`config.mk`:
```
export PLATFORM = sky130hd
export DESIGN_NAME = mips_multicycle_ctrl_flat
export DESIGN_NICKNAME = d
export VERILOG_FILES = /design/src/rtl/mips_multicycle_ctrl_if.sv /design/src/rtl/mips_multicycle_ctrl.sv /design/src/flat_wrapper.sv
export SDC_FILE = /design/constraint.sdc
export NUM_CORES = 1
export LEC_CHECK = 0
export BUFFER_PORTS_ARGS = -buffer_cell sky130_fd_sc_hd__buf_2
export CAP_MARGIN = 40
export CORE_ASPECT_RATIO = 1.4
export CORE_UTILIZATION = 45
export DETAILED_ROUTE_END_ITERATION = 6
export PLACE_DENSITY = 0.69
export SYNTH_ARGS = -nofsm -noshare
export SYNTH_HDL_FRONTEND = slang
export SYNTH_SLANG_ARGS = --single-unit
```
`constraint.sdc`:
```
create_clock -name clk -period 2.6 [get_ports clk]
set_input_delay 0.13 -clock clk [delete_from_list [all_inputs] [get_ports clk]]
set_output_delay 0.13 -clock clk [all_outputs]
set_load 0.005 [all_outputs]
```
`src/rtl/mips_multicycle_ctrl_if.sv`:
```
// Control/status bundle between the multicycle MIPS main controller and the
// shared datapath plus unified memory.
interface mips_multicycle_ctrl_if;
  logic [5:0]  opcode;
  logic        zero;
  logic        mem_ready;
  logic [1:0]  ALU_op;
  logic        ALU_src_a;
  logic [1:0]  ALU_src_b;
  logic        i_or_d;
  logic        mem_read;
  logic        mem_write;
  logic        ir_write;
  logic        reg_dst;
  logic        mem_to_reg;
  logic        reg_write;
  logic [1:0]  pc_source;
  logic        pc_en;
  logic        instr_retired;
  logic        illegal_op;
  logic        mem_err;
  logic [31:0] retired_count;

  modport master (
    input  opcode, zero, mem_ready,
    output ALU_op, ALU_src_a, ALU_src_b, i_or_d, mem_read, mem_write,
           ir_write, reg_dst, mem_to_reg, reg_write, pc_source, pc_en,
           instr_retired, illegal_op, mem_err, retired_count
  );

  modport slave (
    output opcode, zero, mem_ready,
    input  ALU_op, ALU_src_a, ALU_src_b, i_or_d, mem_read, mem_write,
           ir_write, reg_dst, mem_to_reg, reg_write, pc_source, pc_en,
           instr_retired, illegal_op, mem_err, retired_count
  );
endinterface

```
`src/rtl/mips_multicycle_ctrl.sv`:
```
// Main control FSM of the multicycle MIPS: sequences fetch/decode/execute/
// memory/writeback over a shared datapath and stalls on memory ready.
module mips_multicycle_ctrl #(
  parameter int MEM_TIMEOUT = 16
) (
  input logic                     clk,
  input logic                     rst,
  mips_multicycle_ctrl_if.master  bus
);

  localparam logic [5:0] OP_R    = 6'b000000;
  localparam logic [5:0] OP_LW   = 6'b100011;
  localparam logic [5:0] OP_SW   = 6'b101011;
  localparam logic [5:0] OP_BEQ  = 6'b000100;
  localparam logic [5:0] OP_J    = 6'b000010;
  localparam logic [5:0] OP_ADDI = 6'b001000;
  localparam int CNT_W = (MEM_TIMEOUT > 2) ? $clog2(MEM_TIMEOUT) : 1;

  typedef enum logic [3:0] {
    FETCH, DECODE, EXEC_R, WB_R, EXEC_I, WB_I,
    MEM_ADDR, MEM_RD, WB_MEM, MEM_WR, BRANCH, JUMP
  } state_t;

  state_t             state_r, state_s;
  logic [CNT_W-1:0]   wait_cnt_r;
  logic [31:0]        retired_cnt_r;
  logic               timeout_s, mem_wait_s;
  logic [1:0]         alu_op_s, alu_src_b_s, pc_source_s;
  logic               alu_src_a_s, i_or_d_s, mem_read_s, mem_write_s, ir_write_s;
  logic               reg_dst_s, mem_to_reg_s, reg_write_s, pc_write_s, pc_write_cond_s;
  logic               instr_retired_s, illegal_op_s, mem_err_s, pc_en_s;

  // A stalled access gives up once the wait counter hits the last allowed cycle.
  assign timeout_s = (MEM_TIMEOUT > 0) && (wait_cnt_r == CNT_W'(MEM_TIMEOUT - 1));

  // Next-state and per-state control decode; mem_ready beats timeout in the same cycle.
  always_comb begin
    state_s         = state_r;
    alu_op_s        = 2'b00;
    alu_src_a_s     = 1'b0;
    alu_src_b_s     = 2'b00;
    i_or_d_s        = 1'b0;
    mem_read_s      = 1'b0;
    mem_write_s     = 1'b0;
    ir_write_s      = 1'b0;
    reg_dst_s       = 1'b0;
    mem_to_reg_s    = 1'b0;
    reg_write_s     = 1'b0;
    pc_source_s     = 2'b00;
    pc_write_s      = 1'b0;
    pc_write_cond_s = 1'b0;
    instr_retired_s = 1'b0;
    illegal_op_s    = 1'b0;
    mem_err_s       = 1'b0;
    mem_wait_s      = 1'b0;
    case (state_r)
      FETCH: begin
        mem_read_s  = 1'b1;
        alu_src_b_s = 2'b01;
        if (bus.mem_ready) begin
          ir_write_s = 1'b1;
          pc_write_s = 1'b1;
          state_s    = DECODE;
        end else if (timeout_s) begin
          mem_err_s = 1'b1;
          state_s   = FETCH;
        end else begin
          mem_wait_s = 1'b1;
        end
      end
      DECODE: begin
        alu_src_b_s = 2'b11;
        case (bus.opcode)
          OP_R:          state_s = EXEC_R;
          OP_LW, OP_SW:  state_s = MEM_ADDR;
          OP_BEQ:        state_s = BRANCH;
          OP_J:          state_s = JUMP;
          OP_ADDI:       state_s = EXEC_I;
          default: begin
            illegal_op_s = 1'b1;
            state_s      = FETCH;
          end
        endcase
      end
      EXEC_R: begin
        alu_src_a_s = 1'b1;
        alu_op_s    = 2'b10;
        state_s     = WB_R;
      end
      WB_R: begin
        reg_dst_s       = 1'b1;
        reg_write_s     = 1'b1;
        instr_retired_s = 1'b1;
        state_s         = FETCH;
      end
      EXEC_I: begin
        alu_src_a_s = 1'b1;
        alu_src_b_s = 2'b10;
        state_s     = WB_I;
      end
      WB_I: begin
        reg_write_s     = 1'b1;
        instr_retired_s = 1'b1;
        state_s         = FETCH;
      end
      MEM_ADDR: begin
        alu_src_a_s = 1'b1;
        alu_src_b_s = 2'b10;
        if (bus.opcode == OP_LW) begin
          state_s = MEM_RD;
        end else begin
          state_s = MEM_WR;
        end
      end
      MEM_RD: begin
        mem_read_s = 1'b1;
        i_or_d_s   = 1'b1;
        if (bus.mem_ready) begin
          state_s = WB_MEM;
        end else if (timeout_s) begin
          mem_err_s = 1'b1;
          state_s   = FETCH;
        end else begin
          mem_wait_s = 1'b1;
        end
      end
      WB_MEM: begin
        mem_to_reg_s    = 1'b1;
        reg_write_s     = 1'b1;
        instr_retired_s = 1'b1;
        state_s         = FETCH;
      end
      MEM_WR: begin
        mem_write_s = 1'b1;
        i_or_d_s    = 1'b1;
        if (bus.mem_ready) begin
          instr_retired_s = 1'b1;
          state_s         = FETCH;
        end else if (timeout_s) begin
          mem_err_s = 1'b1;
          state_s   = FETCH;
        end else begin
          mem_wait_s = 1'b1;
        end
      end
      BRANCH: begin
        alu_src_a_s     = 1'b1;
        alu_op_s        = 2'b01;
        pc_write_cond_s = 1'b1;
        pc_source_s     = 2'b01;
        instr_retired_s = 1'b1;
        state_s         = FETCH;
      end
      JUMP: begin
        pc_write_s      = 1'b1;
        pc_source_s     = 2'b10;
        instr_retired_s = 1'b1;
        state_s         = FETCH;
      end
      default: begin
        state_s = FETCH;
      end
    endcase
  end

  // State register.
  always_ff @(posedge clk) begin
    if (rst) begin
      state_r <= FETCH;
    end else begin
      state_r <= state_s;
    end
  end

  // Memory wait counter: counts stalled cycles, clears on completion, timeout or leaving.
  always_ff @(posedge clk) begin
    if (rst) begin
      wait_cnt_r <= '0;
    end else if (mem_wait_s) begin
      wait_cnt_r <= wait_cnt_r + CNT_W'(1);
    end else begin
      wait_cnt_r <= '0;
    end
  end

  // Retired-instruction counter, wraps naturally at 32 bits.
  always_ff @(posedge clk) begin
    if (rst) begin
      retired_cnt_r <= 32'd0;
    end else if (instr_retired_s) begin
      retired_cnt_r <= retired_cnt_r + 32'd1;
    end else begin
      retired_cnt_r <= retired_cnt_r;
    end
  end

  assign pc_en_s = pc_write_s | (pc_write_cond_s & bus.zero);

  // Every output is forced low while reset is held, independent of the state register.
  assign bus.ALU_op        = rst ? 2'b00 : alu_op_s;
  assign bus.ALU_src_a     = rst ? 1'b0  : alu_src_a_s;
  assign bus.ALU_src_b     = rst ? 2'b00 : alu_src_b_s;
  assign bus.i_or_d        = rst ? 1'b0  : i_or_d_s;
  assign bus.mem_read      = rst ? 1'b0  : mem_read_s;
  assign bus.mem_write     = rst ? 1'b0  : mem_write_s;
  assign bus.ir_write      = rst ? 1'b0  : ir_write_s;
  assign bus.reg_dst       = rst ? 1'b0  : reg_dst_s;
  assign bus.mem_to_reg    = rst ? 1'b0  : mem_to_reg_s;
  assign bus.reg_write     = rst ? 1'b0  : reg_write_s;
  assign bus.pc_source     = rst ? 2'b00 : pc_source_s;
  assign bus.pc_en         = rst ? 1'b0  : pc_en_s;
  assign bus.instr_retired = rst ? 1'b0  : instr_retired_s;
  assign bus.illegal_op    = rst ? 1'b0  : illegal_op_s;
  assign bus.mem_err       = rst ? 1'b0  : mem_err_s;
  assign bus.retired_count = rst ? 32'd0 : retired_cnt_r;

endmodule

```
`src/flat_wrapper.sv`:
```
// flat-port wrapper written by rule: the top's interface ports become plain ports
module mips_multicycle_ctrl_flat 
#(
  parameter int MEM_TIMEOUT = 16
)
  (clk, rst, bus_opcode, bus_zero, bus_mem_ready, bus_ALU_op, bus_ALU_src_a, bus_ALU_src_b, bus_i_or_d, bus_mem_read, bus_mem_write, bus_ir_write, bus_reg_dst, bus_mem_to_reg, bus_reg_write, bus_pc_source, bus_pc_en, bus_instr_retired, bus_illegal_op, bus_mem_err, bus_retired_count);
  mips_multicycle_ctrl_if bus_i ();
  input logic clk;
  input logic rst;
  input wire logic [$bits(bus_i.opcode)-1:0] bus_opcode;
  input wire logic [$bits(bus_i.zero)-1:0] bus_zero;
  input wire logic [$bits(bus_i.mem_ready)-1:0] bus_mem_ready;
  output wire logic [$bits(bus_i.ALU_op)-1:0] bus_ALU_op;
  output wire logic [$bits(bus_i.ALU_src_a)-1:0] bus_ALU_src_a;
  output wire logic [$bits(bus_i.ALU_src_b)-1:0] bus_ALU_src_b;
  output wire logic [$bits(bus_i.i_or_d)-1:0] bus_i_or_d;
  output wire logic [$bits(bus_i.mem_read)-1:0] bus_mem_read;
  output wire logic [$bits(bus_i.mem_write)-1:0] bus_mem_write;
  output wire logic [$bits(bus_i.ir_write)-1:0] bus_ir_write;
  output wire logic [$bits(bus_i.reg_dst)-1:0] bus_reg_dst;
  output wire logic [$bits(bus_i.mem_to_reg)-1:0] bus_mem_to_reg;
  output wire logic [$bits(bus_i.reg_write)-1:0] bus_reg_write;
  output wire logic [$bits(bus_i.pc_source)-1:0] bus_pc_source;
  output wire logic [$bits(bus_i.pc_en)-1:0] bus_pc_en;
  output wire logic [$bits(bus_i.instr_retired)-1:0] bus_instr_retired;
  output wire logic [$bits(bus_i.illegal_op)-1:0] bus_illegal_op;
  output wire logic [$bits(bus_i.mem_err)-1:0] bus_mem_err;
  output wire logic [$bits(bus_i.retired_count)-1:0] bus_retired_count;
  assign bus_i.opcode = bus_opcode;
  assign bus_i.zero = bus_zero;
  assign bus_i.mem_ready = bus_mem_ready;
  assign bus_ALU_op = bus_i.ALU_op;
  assign bus_ALU_src_a = bus_i.ALU_src_a;
  assign bus_ALU_src_b = bus_i.ALU_src_b;
  assign bus_i_or_d = bus_i.i_or_d;
  assign bus_mem_read = bus_i.mem_read;
  assign bus_mem_write = bus_i.mem_write;
  assign bus_ir_write = bus_i.ir_write;
  assign bus_reg_dst = bus_i.reg_dst;
  assign bus_mem_to_reg = bus_i.mem_to_reg;
  assign bus_reg_write = bus_i.reg_write;
  assign bus_pc_source = bus_i.pc_source;
  assign bus_pc_en = bus_i.pc_en;
  assign bus_instr_retired = bus_i.instr_retired;
  assign bus_illegal_op = bus_i.illegal_op;
  assign bus_mem_err = bus_i.mem_err;
  assign bus_retired_count = bus_i.retired_count;
  mips_multicycle_ctrl #(.MEM_TIMEOUT(MEM_TIMEOUT)) u_core (.clk(clk), .rst(rst), .bus(bus_i));
endmodule
```
# Word-level counts from Yosys, hierarchy flattened

Index checks and enable logic that the tools add are counted.

Input bits: 10
Register bits: 40
Output and inout bits: 50

Reduce and logical (&&, ||, !) cells: 12
Add/sub/neg operators: 2
Muxes and demuxes: 46
Bitwise gates (word level): 3
Equal/unequal tests: 17

Operators by type and width:

| operator              | number |
|---|---|
| $add 32x1->32 const B | 1 |
| $mux 32               | 1 |
| $mux 1                | 30 |
| $pmux 4 s7            | 1 |
| $eq 4x4->1 const B    | 5 |
| $mux 4                | 5 |
| $pmux 4 s5            | 1 |
| $eq 4x3->1 const B    | 4 |
| $eq 6x6->1 const B    | 2 |
| $reduce_or 2->1       | 5 |
| $eq 4x2->1 const B    | 2 |
| $pmux 2 s2            | 2 |
| $eq 6x2->1 const B    | 1 |
| $eq 6x3->1 const B    | 1 |
| $eq 6x4->1 const B    | 1 |
| $logic_not 6->1       | 1 |
| $mux 2                | 3 |
| $pmux 2 s3            | 1 |
| $reduce_or 3->1       | 2 |
| $reduce_or 6->1       | 1 |
| $reduce_or 5->1       | 1 |
| $add 4x1->4 const B   | 1 |
| $eq 4x1->1 const B    | 1 |
| $logic_not 4->1       | 1 |
| other kinds (5)       | 6 |

# Longest topological paths before layout

Gate-level depths: netlist of run 1.

Depth after elaboration: 6
Mapped depth: 7

# Least setup slack after synthesis of run 1

No wires, ideal clock.

Path type: reg2reg
From: register u_core.retired_cnt_r[3]
To: register u_core.retired_cnt_r[13]
Required time: 2.530 ns
Setup time: 0.070 ns
Setup slack: 0.763 ns
Data arrival time: 1.767 ns
Buffers on the path: 1
Cell stages (with the launch flop): 6
Cells stage by stage: dfxtp_1 -> nand4_2 -> or4_1 -> buf_2 -> or4_1 -> a21oi_1

Longest elaborated chain between the ends: 1

Ends and longest elaborated chain:

| element                | line                        | text |
|---|---|---|
| from (decl)            | mips_multicycle_ctrl.sv:26  | `logic [31:0] retired_cnt_r;` |
| from (signal assigned) | mips_multicycle_ctrl.sv:191 | `retired_cnt_r <= retired_cnt_r + 32'd1;` |
| from (signal assigned) | mips_multicycle_ctrl.sv:193 | `retired_cnt_r <= retired_cnt_r;` |
| $add 32x1->32          | mips_multicycle_ctrl.sv:191 |  |

No other way between the ends.
A chain may end at the register's enable or synchronous reset.

# Final worst setup path of run 1

From: register u_core.state_r[1]
To: register u_core.retired_cnt_r[13]

Longest elaborated chain between the ends: 3

Ends and longest elaborated chain:

| element                            | line                        | text |
|---|---|---|
| from (decl)                        | mips_multicycle_ctrl.sv:24  | `state_t state_r, state_s;` |
| from (signal assigned)             | mips_multicycle_ctrl.sv:171 | `state_r <= state_s;` |
| $eq 4x2->1 (tied with other cells) | mips_multicycle_ctrl.sv:56  | `case (state_r)` |
| $reduce_or 5->1 (no line)          | -                           |  |
| $pmux 1 s2 (*)                     | mips_multicycle_ctrl.sv:56  |  |

Mark *: on every way between the ends. The rest lies on a longest branch, timed or not.

==> results by group, run 1 <==
GRT
  • Vias in the first global route: 2,360
  • Pin count of the biggest net entering global routing: 54
  • First-pass GRT wire length: 10.2 mm
  • Grt total ovfl: 0
  • Initial antenna violation count: 0
  • Total Routing Usage GR: 21.2%

Power
  • VDD IR max: 0.187 mV
  • Reg power frac: 53.8%
  • Internal power: 0.000859 W
  • Cell area power density: 384 mW/mm^2
  • Clk network pwr share: 38.3%
  • Comb power frac: 7.9%
  • Pleak: 1.19 nW
  • Switching share of total power: 25.2%
  • Net Sw Power: 0.000289 W

Clock tree
  • Clk sink count: 40
  • Deepest level of the CTS H-tree: 2
  • Setup Fix Bufs, Post-CTS: 0
  • CTS tree: yes
  • Worst-Skew Late Latency: 300 ps
  • CTS clk-pin slew, worst paths: 80 ps
  • Post-CTS resize count: 0
  • Cts bufs inserted: 5
  • Clock buffer depth: 2
  • Root Driver: clkbuf_8
  • CTS Hold Bufs: 0

Yosys
  • Yosys reg bits: 40
  • Top FF cell, synth: dfxtp_1
  • Syn Nets: 358
  • Mapped Area: 0.00253 mm^2
  • Sequential share of the synthesized area: 31.6%
  • Post-synth cell types: 47
  • Count leader, synth: nor2_1
  • Most area-hungry cell type in the Yosys netlist: dfxtp_1
  • Post-synth top cells: 45 x nor2_1, 40 x dfxtp_1, 29 x nor2b_1
  • Ys async rst share: 0%
  • Average size of a mapped cell: 7.33 um^2
  • Yosys warns: 0
  • Post-synth EDFFs: 0
  • Cells after Synth: 346
  • Area contributors post-synth: dfxtp_1 32%, nor2b_1 7.2%, nor2_1 6.7%, a21oi_1 5.1%, o21ai_0 4.1%
  • Top-area cell type share of the netlist area: 31.6%

Route
  • DRT iter0 DRCs: 126
  • ANT nets after route: 0
  • Vias: 2,656
  • Vias per inst: 5.69
  • Drt first pass iters: 6
  • # DRC: 1
  • Total Wirelength: 6.09 mm
  • Wire per inst: 13.0 um

Floorplanning
  • Std cell rows: 32
  • Die area: 0.00594 mm^2
  • Core Region: 0.00549 mm^2
  • Die H: 90.8 um
  • Starting Density: 46.2%
  • Io pins: 60
  • Die X: 65.4 um

Layout
  • Layout Nets: 410
  • Layout cells sized above 1: 20.3%
  • Antenna cells: 0
  • Syn-to-layout area delta: 18.1%
  • Fin cells: 467

Placement
  • Placed Cells incl. Taps: 459
  • Port Buf Inserts: 59
  • Detailed placer's ending HPWL: 4.35 mm
  • RD Place Congestion: 0.831

Critical path
  • Critical Path RT: 2840 ps
  • R2R cell count: 5
  • Crit path arrival time: 2350 ps
  • Crit path kind: flop to flop
  • Max Fanout on Critical Path: 16
  • RR Endpoint: u_core.retired_cnt_r[13]$_SDFFE_PP0P_
  • R2R setup slack: 500 ps
  • Worst r2r src: u_core.state_r[1]$_SDFF_PP0_
  • CP Launch Type: flop
  • Setup crit end kind: flop

Worst hold path
  • Hold Path End: u_core.state_r[3]$_SDFF_PP0_
  • HP Class: input port to flop
  • Worst hold start: bus_opcode[4]
  • WHS Path Cells: 4

STA
  • Setup TNS: 0 ps
  • Setup-failing EPs final: 0
  • Unrepaired setup endpoints after global routing: no
  • Fin. Hold Viols: 0
  • Actual slew at the worst max-slew pin: 566 ps
  • Final worst-path cycle share: 81.0%
  • Relative slew slack: 62.0%
  • Max-slew violation count: 0
  • Skew final: 8.81 ps
  • Period minus WS final: 2100 ps
  • Max frequency: 475 MHz

Run status
  • Failing checks: DRC
  • Outcome: complete, but fails checks

Job
  • Maximum capacitance violations: 0
-- cells in the final DEF (no fill, tap or decap), types with 2 or more instances in the layout --
master	n
o21a_1	2
a21oi_1	26
buf_4	8
xnor2_1	11
and4_1	3
xor2_1	4
and3_1	10
ha_1	2
nor4_1	10
nor2_1	45
nor2b_1	29
o21bai_1	2
dfxtp_1	40
o31ai_1	3
inv_1	9
or3_1	12
a31o_2	2
clkinv_2	2
nor3_1	9
a31oi_1	4
nand3_1	17
nor3b_1	2
clkbuf_8	6
nor4b_1	2
nand4_1	12
nand2_1	19
or4_1	3
nand2b_1	4
o21ai_0	21
nand4b_1	4
buf_2	59
-- power by group through the flow --
stage          sequential [W]  clock [W]  combinational [W]
2_1_floorplan        0.000631          0          0.0000588
3_3_place_gp         0.000632          0          0.0000896
3_5_place_dp         0.000632          0          0.0000901
4_1_cts              0.000617   0.000446          0.0000907
5_1_grt              0.000618   0.000466           0.000101
6_report             0.000618   0.000440          0.0000908
-- through the flow --
step | power (W) | hold WS, ps | cell area (um^2) | setup slack [ps] | utilization (%)
floorplan | 0.000690 | 293 | 2530 | 763 | -
global placement | 0.000721 | 436 | 2900 | 586 | 52.9
detailed placement | 0.000722 | 446 | 2900 | 515 | 52.9
CTS | 0.00115 | 230 | 2990 | 498 | 54.6
global route | 0.00119 | 268 | 2990 | 298 | 54.6
finish | 0.00115 | 239 | 2990 | 495 | 54.6
-- registers in the layout, summed over array words and instances, names as in the netlist --
signal	flops
u_core.wait_cnt_r	4
u_core.retired_cnt_r	32
u_core.state_r	4
-- how the worst max path moves through the flow --
stage,start,to,slack [ps],cells past startpoint
CTS,u_core.state_r[1]$_SDFF_PP0_,u_core.retired_cnt_r[11]$_SDFFE_PP0P_,500,5
floorplan,u_core.retired_cnt_r[3]$_SDFFE_PP0P_,u_core.retired_cnt_r[13]$_SDFFE_PP0P_,760,5
finish,u_core.state_r[1]$_SDFF_PP0_,u_core.retired_cnt_r[13]$_SDFFE_PP0P_,500,5
global route,u_core.state_r[1]$_SDFF_PP0_,u_core.retired_cnt_r[13]$_SDFFE_PP0P_,300,5
global placement,u_core.state_r[1]$_SDFF_PP0_,u_core.retired_cnt_r[11]$_SDFFE_PP0P_,590,5
detailed placement,u_core.state_r[1]$_SDFF_PP0_,u_core.retired_cnt_r[13]$_SDFFE_PP0P_,520,5
-- routing by layer --
metal  share of wire [%]  GRT usage (%)  up-vias  wire [um]
li1                    -              -     1349          -
met1                  44           23.9     1241       2670
met2                  52           38.8       60       3140
met3                 3.4           3.41        6        205
met4                 1.3           7.43        0         80
met5                   0              0        -          0
-- logic make-up (layout without fill, tap and decap cells) --
| family | count (synthesis) | in the layout | share of synthesized area, % |
|---|---|---|---|
| adder cells (fa/ha/maj) | 3 | 3 | 1.38 |
| XOR/XNOR | 15 | 15 | 5.18 |
| buffers and inverters | 32 | 85 | 5.08 |
| AO/OA/AOI/OAI | 68 | 68 | 15.7 |
| AND/OR/NAND/NOR | 188 | 188 | 41.1 |
| flip-flops | 40 | 40 | 31.6 |
-- final cells by class --
cell class | count | area (um^2)
clock buffers | 6 | 82.6
clock inverters | 2 | 10.0
fillers | 551 | 2490
inverters | 9 | 33.8
multi-input cells | 274 | 1610
flip-flops and latches | 40 | 801
well taps | 68 | 85.1
repair buffers | 68 | 375
-- critical path: stages (launching register included) --
cell and delay [ps]:
dfxtp_1 310, nand2b_1 190, o21a_1 320, or3_1 610, or4_1 470, a21oi_1 140
No activity file was read; power rests on OpenSTA's default activity.
==> run 2, diff against run 1 <==
--- a/config.mk
+++ b/config.mk
@@ -5,12 +5,13 @@
 export SDC_FILE = /design/constraint.sdc
 export NUM_CORES = 1
 export LEC_CHECK = 0
+export ABC_AREA = 1
 export BUFFER_PORTS_ARGS = -buffer_cell sky130_fd_sc_hd__buf_2
 export CAP_MARGIN = 40
 export CORE_ASPECT_RATIO = 1.4
 export CORE_UTILIZATION = 45
 export DETAILED_ROUTE_END_ITERATION = 6
-export PLACE_DENSITY = 0.69
+export PLACE_DENSITY = 0.7
 export SYNTH_ARGS = -nofsm -noshare
 export SYNTH_HDL_FRONTEND = slang
 export SYNTH_SLANG_ARGS = --single-unit
==> constraint.sdc (replaced) <==
create_clock -name clk -period 1.87 [get_ports clk]
set_input_delay 0.0935 -clock clk [delete_from_list [all_inputs] [get_ports clk]]
set_output_delay 0.0935 -clock clk [all_outputs]
set_load 0.005 [all_outputs]
==> run 2 against run 1 <==
  * The run now ends clean
  * Cell count increased by 36%
  * Sequential cell count unchanged
  * Non-clock buffer count shrank 4
  * Synthesized cell count rose by 46%
  * Synthesized area increased by 12%
  * Global-route usage up 1.7 points
  * Die area is 12% higher
  * Via count increased by 20%
  * Routed wire length is 23% higher
  * First-iteration DRC count increased by 53%
  * Largest power group unchanged
==> results by group, run 2 <==
Route
  • # DRC: 0 (-1)
  • Vias per inst: 5.03 (-11%)
  • Wire per inst: 11.9 um (-9.1%)
  • ANT nets after route: 0 (unchanged)
  • DRT iter0 DRCs: 193 (+53%)
  • Vias: 3,192 (+20%)
  • Drt first pass iters: 4 (-2)
  • Total Wirelength: 7.52 mm (+23%)

STA
  • Actual slew at the worst max-slew pin: 526 ps (-39.9 ps)
  • Setup-failing EPs final: 0 (unchanged)
  • Final worst-path cycle share: 92.6%
  • Relative slew slack: 64.9% (+2.9 points)
  • Fin. Hold Viols: 0 (unchanged)
  • Fin worst setup slack: 138 ps (-357 ps)
  • Period minus WS final: 1730 ps
  • Setup TNS: 0 ps (unchanged)
  • Skew final: 12.0 ps (+3.15 ps)
  • Hold WS: 162 ps (-77.0 ps)
  • Max frequency: 577 MHz
  • Unrepaired setup endpoints after global routing: yes
  • Max-slew violation count: 0 (unchanged)

Power
  • Cell area power density: 467 mW/mm^2 (+22%)
  • Pleak: 1.48 nW (+25%)
  • VDD IR max: 0.344 mV (+84%)

Run status
  • Outcome: complete, no violations

Floorplanning
  • Die area: 0.00663 mm^2 (+12%)
  • Std cell rows: 33 (+3.1%)
  • Die H: 96.0 um (+5.7%)
  • Io pins: 60 (unchanged)
  • Starting Density: 47.4% (+1.2 points)
  • Core Region: 0.00599 mm^2 (+9.1%)
  • Die X: 69.1 um (+5.6%)

Job
  • Maximum capacitance violations: 0 (unchanged)

GRT
  • Total Routing Usage GR: 23.0% (+1.7 points)
  • Grt total ovfl: 0 (unchanged)
  • Initial antenna violation count: 0 (unchanged)
  • First-pass GRT wire length: 12.3 mm (+21%)
  • Vias in the first global route: 2,833 (+20%)
  • Pin count of the biggest net entering global routing: 34 (-37%)

Clock tree
  • CTS clk-pin slew, worst paths: 80 ps (about the same)
  • Setup Fix Bufs, Post-CTS: 0 (unchanged)
  • Cts bufs inserted: 5 (unchanged)
  • CTS Hold Bufs: 0 (unchanged)
  • Clk sink count: 40 (unchanged)
  • Worst-Skew Late Latency: 300 ps (about the same)
  • CTS tree: yes
  • Clock buffer depth: 2 (unchanged)
  • Deepest level of the CTS H-tree: 2 (unchanged)
  • Root Driver: clkbuf_8
  • Post-CTS resize count: 0 (unchanged)

Yosys
  • Count leader, synth: nand2_1
  • Yosys warns: 0 (unchanged)
  • Post-synth EDFFs: 0 (unchanged)
  • Mapped Area: 0.00284 mm^2 (+12%)
  • Cells after Synth: 504 (+46%)
  • Top-area cell type share of the netlist area: 28.2% (-3.4 points)
  • Syn Nets: 516 (+44%)
  • Most area-hungry cell type in the Yosys netlist: dfxtp_1
  • Area contributors post-synth: dfxtp_1 28%, nand2_1 20%, nor2_1 14%, inv_1 8.9%, nand3_1 5.8%
  • Sequential share of the synthesized area: 28.2% (-3.4 points)
  • Yosys reg bits: 40 (unchanged)
  • Post-synth cell types: 29 (-38%)
  • Top FF cell, synth: dfxtp_1
  • Average size of a mapped cell: 5.63 um^2 (-23%)
  • Ys async rst share: 0% (unchanged)
  • Post-synth top cells: 153 x nand2_1, 104 x nor2_1, 67 x inv_1

Critical path
  • CP max stage delay: 350 ps (-260 ps)
  • Crit path arrival time: 1640 ps (-710 ps)
  • CP Launch Type: flop
  • Crit path kind: flop to output port
  • Slowest-stage cell, CP: dfxtp_1
  • Critical Path RT: 1780 ps (-1060 ps)
  • CP most frequent cell: nor2_2
  • Setup crit end kind: output port
  • Max Fanout on Critical Path: 5 (-11)
  • CP Cell Sequence: nor2_2 > inv_1 > nor2_2 > nand2_1 > nor3_1 > buf_2

Layout
  • Layout Nets: 576 (+40%)
  • Commonest non-fill, non-tap cell in the layout: nand2_1
  • Syn-to-layout area delta: 15.8%
  • Antenna cells: 0 (unchanged)
  • Core Util, Final: 54.9% (+0.34 points)
  • Max reg flops: 32 (unchanged)
  • Layout cells sized above 1: 16.7% (-3.6 points)
  • Most frequent cells in the layout: 153 x nand2_1, 102 x nor2_1, 67 x inv_1
  • Biggest register: u_core.retired_cnt_r
  • Biggest regs: u_core.retired_cnt_r x32, u_core.state_r x4, u_core.wait_cnt_r x4

Worst hold path
  • HP Class: input port to flop

Placement
  • RD Place Congestion: 1.01 (+21%)
  • Port Buf Inserts: 59 (unchanged)
  • Detailed placer's ending HPWL: 6.01 mm (+38%)
  • DP Worst Slack: 245 ps (-270 ps)
run 2: cell count changes after synthesis, sizes merged, moves of 6 or more:
cell / change
nand4: -7
nor4: -10
nor2b: -29
clkbuf: -14
nand2: +138
nor3: +6
nor2: +72
and3: -10
xnor2: -10
nand3: +17
o21ai: -14
or3: -12
inv: +62
run 2: cells by family after synthesis:
logic type               count (synthesis)  share of synthesized area (%)
AND/OR/NAND/NOR                        330                           49.4
buffers and inverters                   82                           11.3
AO/OA/AOI/OAI                           42                           7.76
flip-flops                              40                           28.2
XOR/XNOR                                 8                           2.47
adder cells (fa/ha/maj)                  2                          0.882
run 2: metal layers:
metal | part of all wire, % | vias up | wire length (um) | GRT usage, %
met2 | 51 | 75 | 3870 | 42.9
met4 | 3.0 | 0 | 229 | 11.2
met5 | 0 | - | 0 | 0
met3 | 3.4 | 18 | 258 | 2.83
met1 | 42 | 1423 | 3160 | 25.8
li1 | - | 1676 | - | -
run 2: path summary, 6_finish.rpt:
check / depth (start not counted) / endpoint / slack (ps) / from
max reg2reg: 9 / u_core.retired_cnt_r[19]$_SDFFE_PP0P_ / 250 / u_core.state_r[1]$_SDFF_PP0_
max: 6 / bus_illegal_op / 140 / u_core.state_r[2]$_SDFF_PP0_
min reg2reg: 1 / u_core.wait_cnt_r[0]$_SDFF_PP0_ / 460 / u_core.wait_cnt_r[0]$_SDFF_PP0_
min: 2 / u_core.retired_cnt_r[28]$_SDFFE_PP0P_ / 160 / rst
run 2: layout make-up:
type | instances | area [um^2]
sequential | 40 | 801
clock buffer | 6 | 72.6
timing repair buffer | 64 | 333
tap | 70 | 87.6
clock inverter | 1 | 5.00
inverter | 71 | 267
multi-input combinational | 382 | 1720
fill | 628 | 2700
run 2: per-stage QoR:
stage | instance area (um^2) | instances | total power (W)
6_report | 3290 | 634 | 0.00153
5_1_grt | 3290 | 634 | 0.00160
4_1_cts | 3280 | 634 | 0.00154
3_5_place_dp | 3200 | 627 | 0.00100
3_3_place_gp | 3200 | 627 | 0.00100
2_1_floorplan | 2840 | 504 | 0.000961
run 2: worst max-delay path: cells and delay by family, from the launching register on:
family | cells | cell delay, ps
flops | 1 | 350
simple gates | 4 | 730
buf+inv | 2 | 260
run 2: where the power goes:
| group | total [W] | switching [W] | internal, W |
|---|---|---|---|
| combinational | 0.000120 | 0.0000809 | 0.0000386 |
| sequential | 0.000862 | 0.00000573 | 0.000857 |
| clock | 0.000552 | 0.000298 | 0.000254 |
| total | 0.00153 | 0.000385 | 0.00115 |
